$ cat config.mk
export PLATFORM = sky130hd
export DESIGN_NAME = time_set_ctrl
export DESIGN_NICKNAME = d
export VERILOG_FILES = /design/src/rtl/time_pkg.sv /design/src/rtl/btn_debounce.sv /design/src/rtl/time_set_ctrl.sv
export SDC_FILE = /design/constraint.sdc
export NUM_CORES = 1
export LEC_CHECK = 0
export ABC_CLOCK_PERIOD_IN_PS = 2500
export CELL_PAD_IN_SITES_DETAIL_PLACEMENT = 0
export CELL_PAD_IN_SITES_GLOBAL_PLACEMENT = 1
export CORE_UTILIZATION = 43
export CTS_CLUSTER_SIZE = 8
export DETAILED_ROUTE_END_ITERATION = 7
export GPL_TIMING_DRIVEN = 0
export PLACE_DENSITY_LB_ADDON = 0.1
export SYNTH_ARGS = -nofsm -noshare
export SYNTH_HDL_FRONTEND = slang
export SYNTH_SLANG_ARGS = --single-unit
$ cat constraint.sdc
create_clock -name clk -period 2.5 [get_ports clk]
set_input_delay 0.25 -clock clk [delete_from_list [all_inputs] [get_ports clk]]
set_output_delay 0.25 -clock clk [all_outputs]
set_load 0.1 [all_outputs]
$ cat src/rtl/time_pkg.sv
// Field/state codes shared between the time-set controller and the time keeper,
// plus the per-field wrap limits.
package time_pkg;

    typedef enum logic [1:0] {
        FIELD_RUN  = 2'b00,
        FIELD_SEC  = 2'b01,
        FIELD_MIN  = 2'b10,
        FIELD_HOUR = 2'b11
    } field_t;

    localparam int HOUR_LIM    = 24;
    localparam int MIN_SEC_LIM = 60;

    // Largest legal value of a field (LIM-1).
    function automatic logic [5:0] field_max(input field_t f);
        return (f == FIELD_HOUR) ? 6'(HOUR_LIM - 1) : 6'(MIN_SEC_LIM - 1);
    endfunction

    function automatic logic [5:0] clamp_value(input logic [5:0] v, input field_t f);
        return (v > field_max(f)) ? field_max(f) : v;
    endfunction

endpackage

$ cat src/rtl/btn_debounce.sv
// One push-button: 2-flop synchronizer, tick-based debounce, press pulse and
// optional hold-to-repeat. step_o is a one-clk pulse for a press or a repeat.
module btn_debounce #(
    parameter int DEBOUNCE_TICKS = 2,
    parameter int HOLD_TICKS     = 50,
    parameter int REPEAT_TICKS   = 10,
    parameter bit REPEAT_EN      = 1'b1
) (
    input  logic clk,
    input  logic reset,
    input  logic tick_i,
    input  logic btn_i,
    input  logic repeat_block_i,
    output logic level_o,
    output logic step_o
);

    localparam int DW = $clog2(DEBOUNCE_TICKS + 1);
    localparam int HW = $clog2(HOLD_TICKS + 1);
    localparam int RW = $clog2(REPEAT_TICKS + 1);

    logic          sync1_q, sync2_q;
    logic          level_q;
    logic          step_q;
    logic [DW-1:0] deb_q;
    logic [HW-1:0] hold_q;
    logic [RW-1:0] rep_q;

    always_ff @(posedge clk) begin
        if (reset) begin
            sync1_q <= 1'b0;
            sync2_q <= 1'b0;
            level_q <= 1'b0;
            step_q  <= 1'b0;
            deb_q   <= '0;
            hold_q  <= '0;
            rep_q   <= '0;
        end else begin
            sync1_q <= btn_i;
            sync2_q <= sync1_q;
            step_q  <= 1'b0;

            // Any clock where the input agrees with the level restarts the count.
            if (sync2_q == level_q) begin
                deb_q <= '0;
            end else if (tick_i) begin
                if (deb_q == DW'(DEBOUNCE_TICKS - 1)) begin
                    level_q <= sync2_q;
                    deb_q   <= '0;
                    step_q  <= sync2_q;
                end else begin
                    deb_q <= deb_q + 1'b1;
                end
            end

            if (!level_q || !REPEAT_EN) begin
                hold_q <= '0;
                rep_q  <= '0;
            end else if (tick_i) begin
                if (hold_q != HW'(HOLD_TICKS)) begin
                    hold_q <= hold_q + 1'b1;
                    rep_q  <= '0;
                    if (hold_q == HW'(HOLD_TICKS - 1) && !repeat_block_i) step_q <= 1'b1;
                end else if (rep_q == RW'(REPEAT_TICKS - 1)) begin
                    rep_q <= '0;
                    if (!repeat_block_i) step_q <= 1'b1;
                end else begin
                    rep_q <= rep_q + 1'b1;
                end
            end
        end
    end

    assign level_o = level_q;
    assign step_o  = step_q;

endmodule

$ cat src/rtl/time_set_ctrl.sv
// Button-driven edit controller for the time keeper: walks hour/minute/second
// edit states and steps the selected field with wrap-around, repeat and timeout.
module time_set_ctrl
    import time_pkg::*;
#(
    parameter int DEBOUNCE_TICKS = 2,
    parameter int HOLD_TICKS     = 50,
    parameter int REPEAT_TICKS   = 10,
    parameter int TIMEOUT_TICKS  = 1000,
    parameter int BLINK_TICKS    = 50
) (
    input  logic       clk,
    input  logic       reset,
    input  logic       tick_10ms,
    input  logic       power_on,
    input  logic       btn_mode,
    input  logic       btn_up,
    input  logic       btn_down,
    input  logic [5:0] cur_hour,
    input  logic [5:0] cur_minute,
    input  logic [5:0] cur_second,
    output logic [1:0] set_all_times,
    output logic [5:0] btn_time_set,
    output logic       editing,
    output logic       blink
);

    localparam int TW = $clog2(TIMEOUT_TICKS + 1);
    localparam int BW = $clog2(BLINK_TICKS + 1);

    logic mode_step, up_step, dn_step;
    logic up_level, dn_level, mode_level_unused;
    logic up_ev, dn_ev;

    field_t        state_q;
    logic [5:0]    value_q;
    logic [TW-1:0] tmo_q;
    logic [BW-1:0] blink_cnt_q;
    logic          editing_q, blink_q;

    field_t        next_field;
    logic [5:0]    next_load;

    btn_debounce #(.DEBOUNCE_TICKS(DEBOUNCE_TICKS), .HOLD_TICKS(HOLD_TICKS),
                   .REPEAT_TICKS(REPEAT_TICKS), .REPEAT_EN(1'b0)) u_mode (
        .clk(clk), .reset(reset), .tick_i(tick_10ms), .btn_i(btn_mode),
        .repeat_block_i(1'b1), .level_o(mode_level_unused), .step_o(mode_step));

    // Holding both up and down suppresses repeats on either button.
    btn_debounce #(.DEBOUNCE_TICKS(DEBOUNCE_TICKS), .HOLD_TICKS(HOLD_TICKS),
                   .REPEAT_TICKS(REPEAT_TICKS), .REPEAT_EN(1'b1)) u_up (
        .clk(clk), .reset(reset), .tick_i(tick_10ms), .btn_i(btn_up),
        .repeat_block_i(dn_level), .level_o(up_level), .step_o(up_step));

    btn_debounce #(.DEBOUNCE_TICKS(DEBOUNCE_TICKS), .HOLD_TICKS(HOLD_TICKS),
                   .REPEAT_TICKS(REPEAT_TICKS), .REPEAT_EN(1'b1)) u_down (
        .clk(clk), .reset(reset), .tick_i(tick_10ms), .btn_i(btn_down),
        .repeat_block_i(up_level), .level_o(dn_level), .step_o(dn_step));

    assign up_ev = up_step & ~dn_step;
    assign dn_ev = dn_step & ~up_step;

    always_comb begin
        next_field = FIELD_RUN;
        next_load  = value_q;
        case (state_q)
            FIELD_RUN: begin
                next_field = FIELD_HOUR;
                next_load  = clamp_value(cur_hour, FIELD_HOUR);
            end
            FIELD_HOUR: begin
                next_field = FIELD_MIN;
                next_load  = clamp_value(cur_minute, FIELD_MIN);
            end
            FIELD_MIN: begin
                next_field = FIELD_SEC;
                next_load  = clamp_value(cur_second, FIELD_SEC);
            end
            default: begin
                next_field = FIELD_RUN;
                next_load  = value_q;
            end
        endcase
    end

    always_ff @(posedge clk) begin
        if (reset) begin
            state_q     <= FIELD_RUN;
            value_q     <= '0;
            tmo_q       <= '0;
            blink_cnt_q <= '0;
            editing_q   <= 1'b0;
            blink_q     <= 1'b0;
        end else if (state_q != FIELD_RUN &&
                     (!power_on || (tick_10ms && tmo_q == TW'(TIMEOUT_TICKS - 1)))) begin
            state_q     <= FIELD_RUN;
            tmo_q       <= '0;
            blink_cnt_q <= '0;
            editing_q   <= 1'b0;
            blink_q     <= 1'b0;
        end else if (mode_step && (state_q != FIELD_RUN || power_on)) begin
            state_q     <= next_field;
            value_q     <= next_load;
            tmo_q       <= '0;
            blink_cnt_q <= '0;
            editing_q   <= (next_field != FIELD_RUN);
            blink_q     <= (next_field != FIELD_RUN);
        end else if (state_q != FIELD_RUN && (up_ev || dn_ev)) begin
            if (up_ev) value_q <= (value_q == field_max(state_q)) ? 6'd0 : value_q + 6'd1;
            else       value_q <= (value_q == 6'd0) ? field_max(state_q) : value_q - 6'd1;
            tmo_q       <= '0;
            blink_cnt_q <= '0;
            blink_q     <= 1'b1;
        end else if (state_q != FIELD_RUN && tick_10ms) begin
            if (tmo_q != TW'(TIMEOUT_TICKS)) tmo_q <= tmo_q + 1'b1;
            if (blink_cnt_q == BW'(BLINK_TICKS - 1)) begin
                blink_cnt_q <= '0;
                blink_q     <= ~blink_q;
            end else begin
                blink_cnt_q <= blink_cnt_q + 1'b1;
            end
        end
    end

    assign set_all_times = state_q;
    assign btn_time_set  = value_q;
    assign editing       = editing_q;
    assign blink         = blink_q;

endmodule

# Word level (Yosys, flattened, before mapping)
# Index checks and enable logic that the tools add are counted.
# word_totals
ff_bits	64
input_bits	25
out_inout_bits	10
wordCells	148
# classes
add_sub_neg	11
n_lt_le_gt_ge	3
n_eq_ne	19
mux	41
n_bitwise	13
reduce_logical	36
# op_table
cell	count
$mux W6	10
$add A6 B1 Y6 const B	4
$mux W1	22
$eq A6 B6 Y1 const B	3
$pmux W6 S3	1
$mux W4	4
$gt A6 B6 Y1 const B	2
$ne A6 B6 Y1 const B	2
$reduce_and A3 Y1	4
$reduce_or A2 Y1	6
$not A1 Y1	11
$add A10 B1 Y10 const B	1
$eq A10 B10 Y1 const B	1
$ne A10 B10 Y1 const B	1
$add A4 B1 Y4 const B	2
$eq A4 B4 Y1 const B	2
$reduce_and A2 Y1	4
$reduce_or A4 Y1	2
$logic_and A1 B1 Y1	7
$add A2 B1 Y2 const B	3
$eq A2 B1 Y1 const B	3
$eq A6 B6 Y1	1
$gt A6 B5 Y1 const B	1
$logic_not A6 Y1	1
12 further kinds	25

# Depth between registers and ports, before layout
# Gate-level depths: netlist of the first run.
# logic_depth
depth_word	9
depth_mapped	9
mapped_depth_nobuf	7

# Modules after synthesis
# A second synthesis of the first run with hierarchy kept.
# hier_totals
hier_cells	418
hier_area_um2	3647.2
# by_module_without_submodules
mod	instances	cells_per_inst	area_per_inst_um2	seq_area_each_um2
time_set_ctrl	1	236	1834.3	520.5
btn_debounce (u_down ...)	2	82	797.0	320.3
btn_debounce (u_mode)	1	18	219.0	120.1

# Least setup slack after synthesis of the first run
# Ideal clock, no wire load.
# synth_timing
path_type	register -> register
startpoint	reg state_q[0], in the netlist set_all_times[0]
endpoint	reg value_q[1], in the netlist btn_time_set[1]
setup_ps	86
t_arrival_ps	2627
required_ps	2414
setup_slack_ps	-212
path_stages_with_launch	10
path_buffers	2
synth_period_minus_slack_ps	2712
cell_sequence	dfxtp_1 > inv_1 > ha_1 > buf_2 > or3_1 > a31o_2 > or3b_1 > buf_6 > a211oi_1 > a211oi_1
# synth_via
elab_chain_cells	7
elab_cells_between_ends	19
cone_classes	eq/ne: 4; mux: 6; bitwise: 1; reduce/logical: 8
# synth_lines
element	line	text
start, declared	time_set_ctrl.sv:35	field_t state_q;
start signal, assigned	time_set_ctrl.sv:102	state_q <= next_field;
$eq A2 B2 Y1	time_pkg.sv:17, time_set_ctrl.sv:66	
$mux W6	time_pkg.sv:17	return (f == FIELD_HOUR) ? 6'(HOUR_LIM - 1) : 6'(MIN_SEC_LIM - 1);
$eq A6 B6 Y1	time_set_ctrl.sv:109	if (up_ev) value_q <= (value_q == field_max(state_q)) ? 6'd0 : value_q + 6'd1;
$mux W6 (2 in a row)	time_set_ctrl.sv:109	
$mux W6	time_set_ctrl.sv:108	end else if (state_q != FIELD_RUN && (up_ev || dn_ev)) begin
$mux W6	time_set_ctrl.sv:101	end else if (mode_step && (state_q != FIELD_RUN || power_on)) begin
end signal, assigned	time_set_ctrl.sv:103	value_q <= next_load;
end signal, assigned	time_set_ctrl.sv:109	
end signal, assigned	time_set_ctrl.sv:110	else value_q <= (value_q == 6'd0) ? field_max(state_q) : value_q - 6'd1;
end, declared	time_set_ctrl.sv:36	logic [5:0] value_q;
# Parallel ways exist; a longest one is shown, timed or not. The select of a mux whose other input is x is not followed.
# A chain may end at the register's enable or synchronous reset.

# Worst setup path in the final report of the first run
# layout_timing
startpoint	reg value_q[5], in the netlist btn_time_set[5]
endpoint	out btn_time_set[5]
# layout_rtl
element	line	text
end, declared	time_set_ctrl.sv:23	output logic [5:0] btn_time_set,
# No word-level cell between the ends.

==> metrics.txt, run 1 <==
outcome=complete, no violations; Final Max Slew Viols=0; CP delay by family, top=buffers and inverters; Max-Cap Viols=0; Tot GR Track Use=0.1968; PortBufs=34; Static Leak=0.001443 µW; initial antenna violation count=0; Pwr per Cell Area=468.5 mW/mm²; Crit Path Max Fanout=10; GR Overflow Total=0; Root Buffer=clkbuf_8; Max VDD drop=300.7 µV; Area contributors post-synth=dfxtp_1 (37%), ha_1 (7.9%), nor2_1 (5.8%); Hold Path Stages=1; worst r2r src=set_all_times[0]; largest stage delay on the critical path=1.21 ns; site row count=32; hold_sp=u_up.sync1_q; Slew @ Worst Pin=0.9739 ns; Worst Setup End Kind=output pin; crit path DAT=2.09 ns; Rel. slew slack=0.3487; Critical R2R Capture=tmo_q[6]; vias in the first global route=2876; crit path buf inv count=1; DR vias=2982; drt total wl=7754 µm; clock latency on the worst-skew pair=0.33 ns; crit-path cells=clkdlybuf4s50_1; Main synth FF type=dfxtp_1; fill cell count=755; drt wl/cell=13.82 µm; final instance area=0.004134 mm²; Clk pin slew, worst setup/hold paths=0.07 ns; Ports=35; register area share after synthesis=0.3689; Mapped Nets=456; setup TNS=0 ns; Setup Crit Path Kind=flip-flop to output pin; leading cell type in the layout, fill and taps excluded=dfxtp_1; hold endpoint=u_up.sync2_q; core area=0.007767 mm²; cts bufs inserted=9; H-tree levels=3; area delta synth->final=19.02%; dominant cell type by area after synthesis=dfxtp_1; Initial DRC Count=109; reg2reg path depth=8; largest net degree at the start of global routing=12; Syn Std Cell Area=0.003473 mm²; full die area=0.008441 mm²; Final setup viols=0; # DRC=0; clock skew=0.007907 ns; Via density=5.316; Mapped Avg Cell Area=8.492 µm²; crit path launch type=flip-flop; Async S/R FF share, synth=0; Tmin final=2.337 ns; CP required=2.25 ns; Post-synth EDFFs=0; GP Congestion=0.8315; CTS tree=built; Synth Register Bits=64; Post-Syn Instances=409; Final Cycle Share=0.9348; Clock Sink Count=64; register-to-register setup slack=0.22 ns; fmax=0.4279 GHz; most frequent cells in the layout=dfxtp_1 (62), nor2_1 (54), nand2_1 (35); RSZ-0062 raised after global routing=no; first-pass GRT wire length=13340 µm; Hold Crit Class=flip-flop to flip-flop; post-synth top area share=0.3689; Die X=91.88 µm; Post-DP Area=0.003944 mm²; Initial Util=0.4472; warnings from Yosys=0; slowest CP cell=clkdlybuf4s50_1; Detailed Routing Iterations Pass 1=4; # diodes=0; hold-fix buffers at CTS=0; final hold vios=0; Cell variety after synth=59; final net count=501; Antenna Nets Post-Route=0; die height=91.88 µm; Max Root-Sink Buffers=2; layout cells sized above 1=0.06972; hpwl dp=5666 µm
-- synth_stat cells (all sizes together), types with 2 or more instances --
cell type / instances
a21o: 2
or3: 6
a31oi: 2
xnor2: 14
a311oi: 3
a211oi: 6
and4: 3
nand2: 35
nand4: 10
buf: 7
o31ai: 3
a22o: 2
nor2b: 8
o22a: 2
xor2: 18
ha: 22
mux2i: 3
nor4bb: 4
nand2b: 7
nand3: 12
a22oi: 2
o211ai: 3
nor3b: 2
or4: 2
nand3b: 4
inv: 18
nor4: 2
and2: 3
and4b: 3
clkbuf: 9
and3: 3
dfxtp: 64
nand4b: 4
a21oi: 17
o21ai: 20
nor2: 54
nor3: 12
-- sequential cells by signal (all words and copies together), names as in the netlist, 2 cells and up --
| register | count |
|---|---|
| tmo_q | 10 |
| blink_cnt_q | 6 |
| btn_time_set | 6 |
| u_down.hold_q | 6 |
| u_up.hold_q | 6 |
| u_down.rep_q | 4 |
| u_up.rep_q | 4 |
| set_all_times | 2 |
| u_down.deb_q | 2 |
| u_mode.deb_q | 2 |
| u_up.deb_q | 2 |
-- repair_timing --
item | 4_1_cts | 5_1_grt
endpoints found under the setup margin | 0 | 1
resized for setup | 0 | 1
setup buffers | 0 | 0
-- through the flow --
step / power [µW] / setup slack [ns] / util / hold WS (ns) / std cells
after floorplan: 1091 / 0.07376 / - / 0.3782 / 409
after global placement: 1150 / 0.05573 / 0.5077 / 0.4213 / 545
after detailed placement: 1149 / 0.07206 / 0.5077 / 0.4239 / 545
after CTS: 1967 / 0.1505 / 0.5314 / 0.4450 / 561
after global routing: 2030 / 0.007055 / 0.5322 / 0.4587 / 561
final: 1937 / 0.1631 / 0.5322 / 0.4420 / 561
-- worst max-delay path by stage --
stage | slack (ns) | end | start | cells after the start
final | 0.16 | btn_time_set[5] | btn_time_set[5] | 1
after CTS | 0.15 | btn_time_set[5] | btn_time_set[5] | 1
after global placement | 0.06 | tmo_q[6] | tick_10ms | 7
after floorplan | 0.07 | btn_time_set[2] | btn_time_set[0] | 7
after global routing | 0.007 | tmo_q[6] | set_all_times[0] | 8
after detailed placement | 0.07 | tmo_q[6] | tick_10ms | 7
-- where the power goes --
group / switching (µW) / internal [µW]
logic: 47.6 / 51.2
clock network: 396 / 414
registers: 2.78 / 1020
-- layer usage --
| layer | wire, µm | share of wire | GRT usage | up-vias |
|---|---|---|---|---|
| li1 | - | - | - | 1541 |
| met1 | 3886 | 0.50 | 0.2596 | 1383 |
| met2 | 3452 | 0.45 | 0.3178 | 51 |
| met3 | 356 | 0.046 | 0.05970 | 7 |
| met4 | 59 | 0.0076 | 0.03906 | 0 |
| met5 | 0 | 0 | 0 | - |
-- cell type report --
type	count	area, µm²	share of cell area
Inverter	18	67.56	0.01634
Buffer	16	81.33	0.01967
Sequential cell	64	1284	0.3105
Multi-Input combinational cell	311	2049	0.4958
Clock inverter	4	28.78	0.006961
Tap cell	102	127.6	0.03087
Timing Repair Buffer	34	340.3	0.08232
Clock buffer	12	155.1	0.03753
-- logic make-up (layout without fill, tap and decap cells) --
logic type | after synthesis | count (layout) | synth area share
xor+xnor | 32 | 32 | 0.08069
flops | 64 | 64 | 0.3689
simple gates | 179 | 179 | 0.2741
buf+inv | 34 | 84 | 0.04286
mux | 3 | 3 | 0.008646
fa+ha+maj | 22 | 22 | 0.07925
compound gates | 75 | 75 | 0.1455
Power figures use the tool's default switching activity.
==> run 2, diff against run 1 <==
Settings changed: SLEW_MARGIN set to 30.
==> results of run 2 <==
Final layout, timing and power as in run 1 (identical DEF).
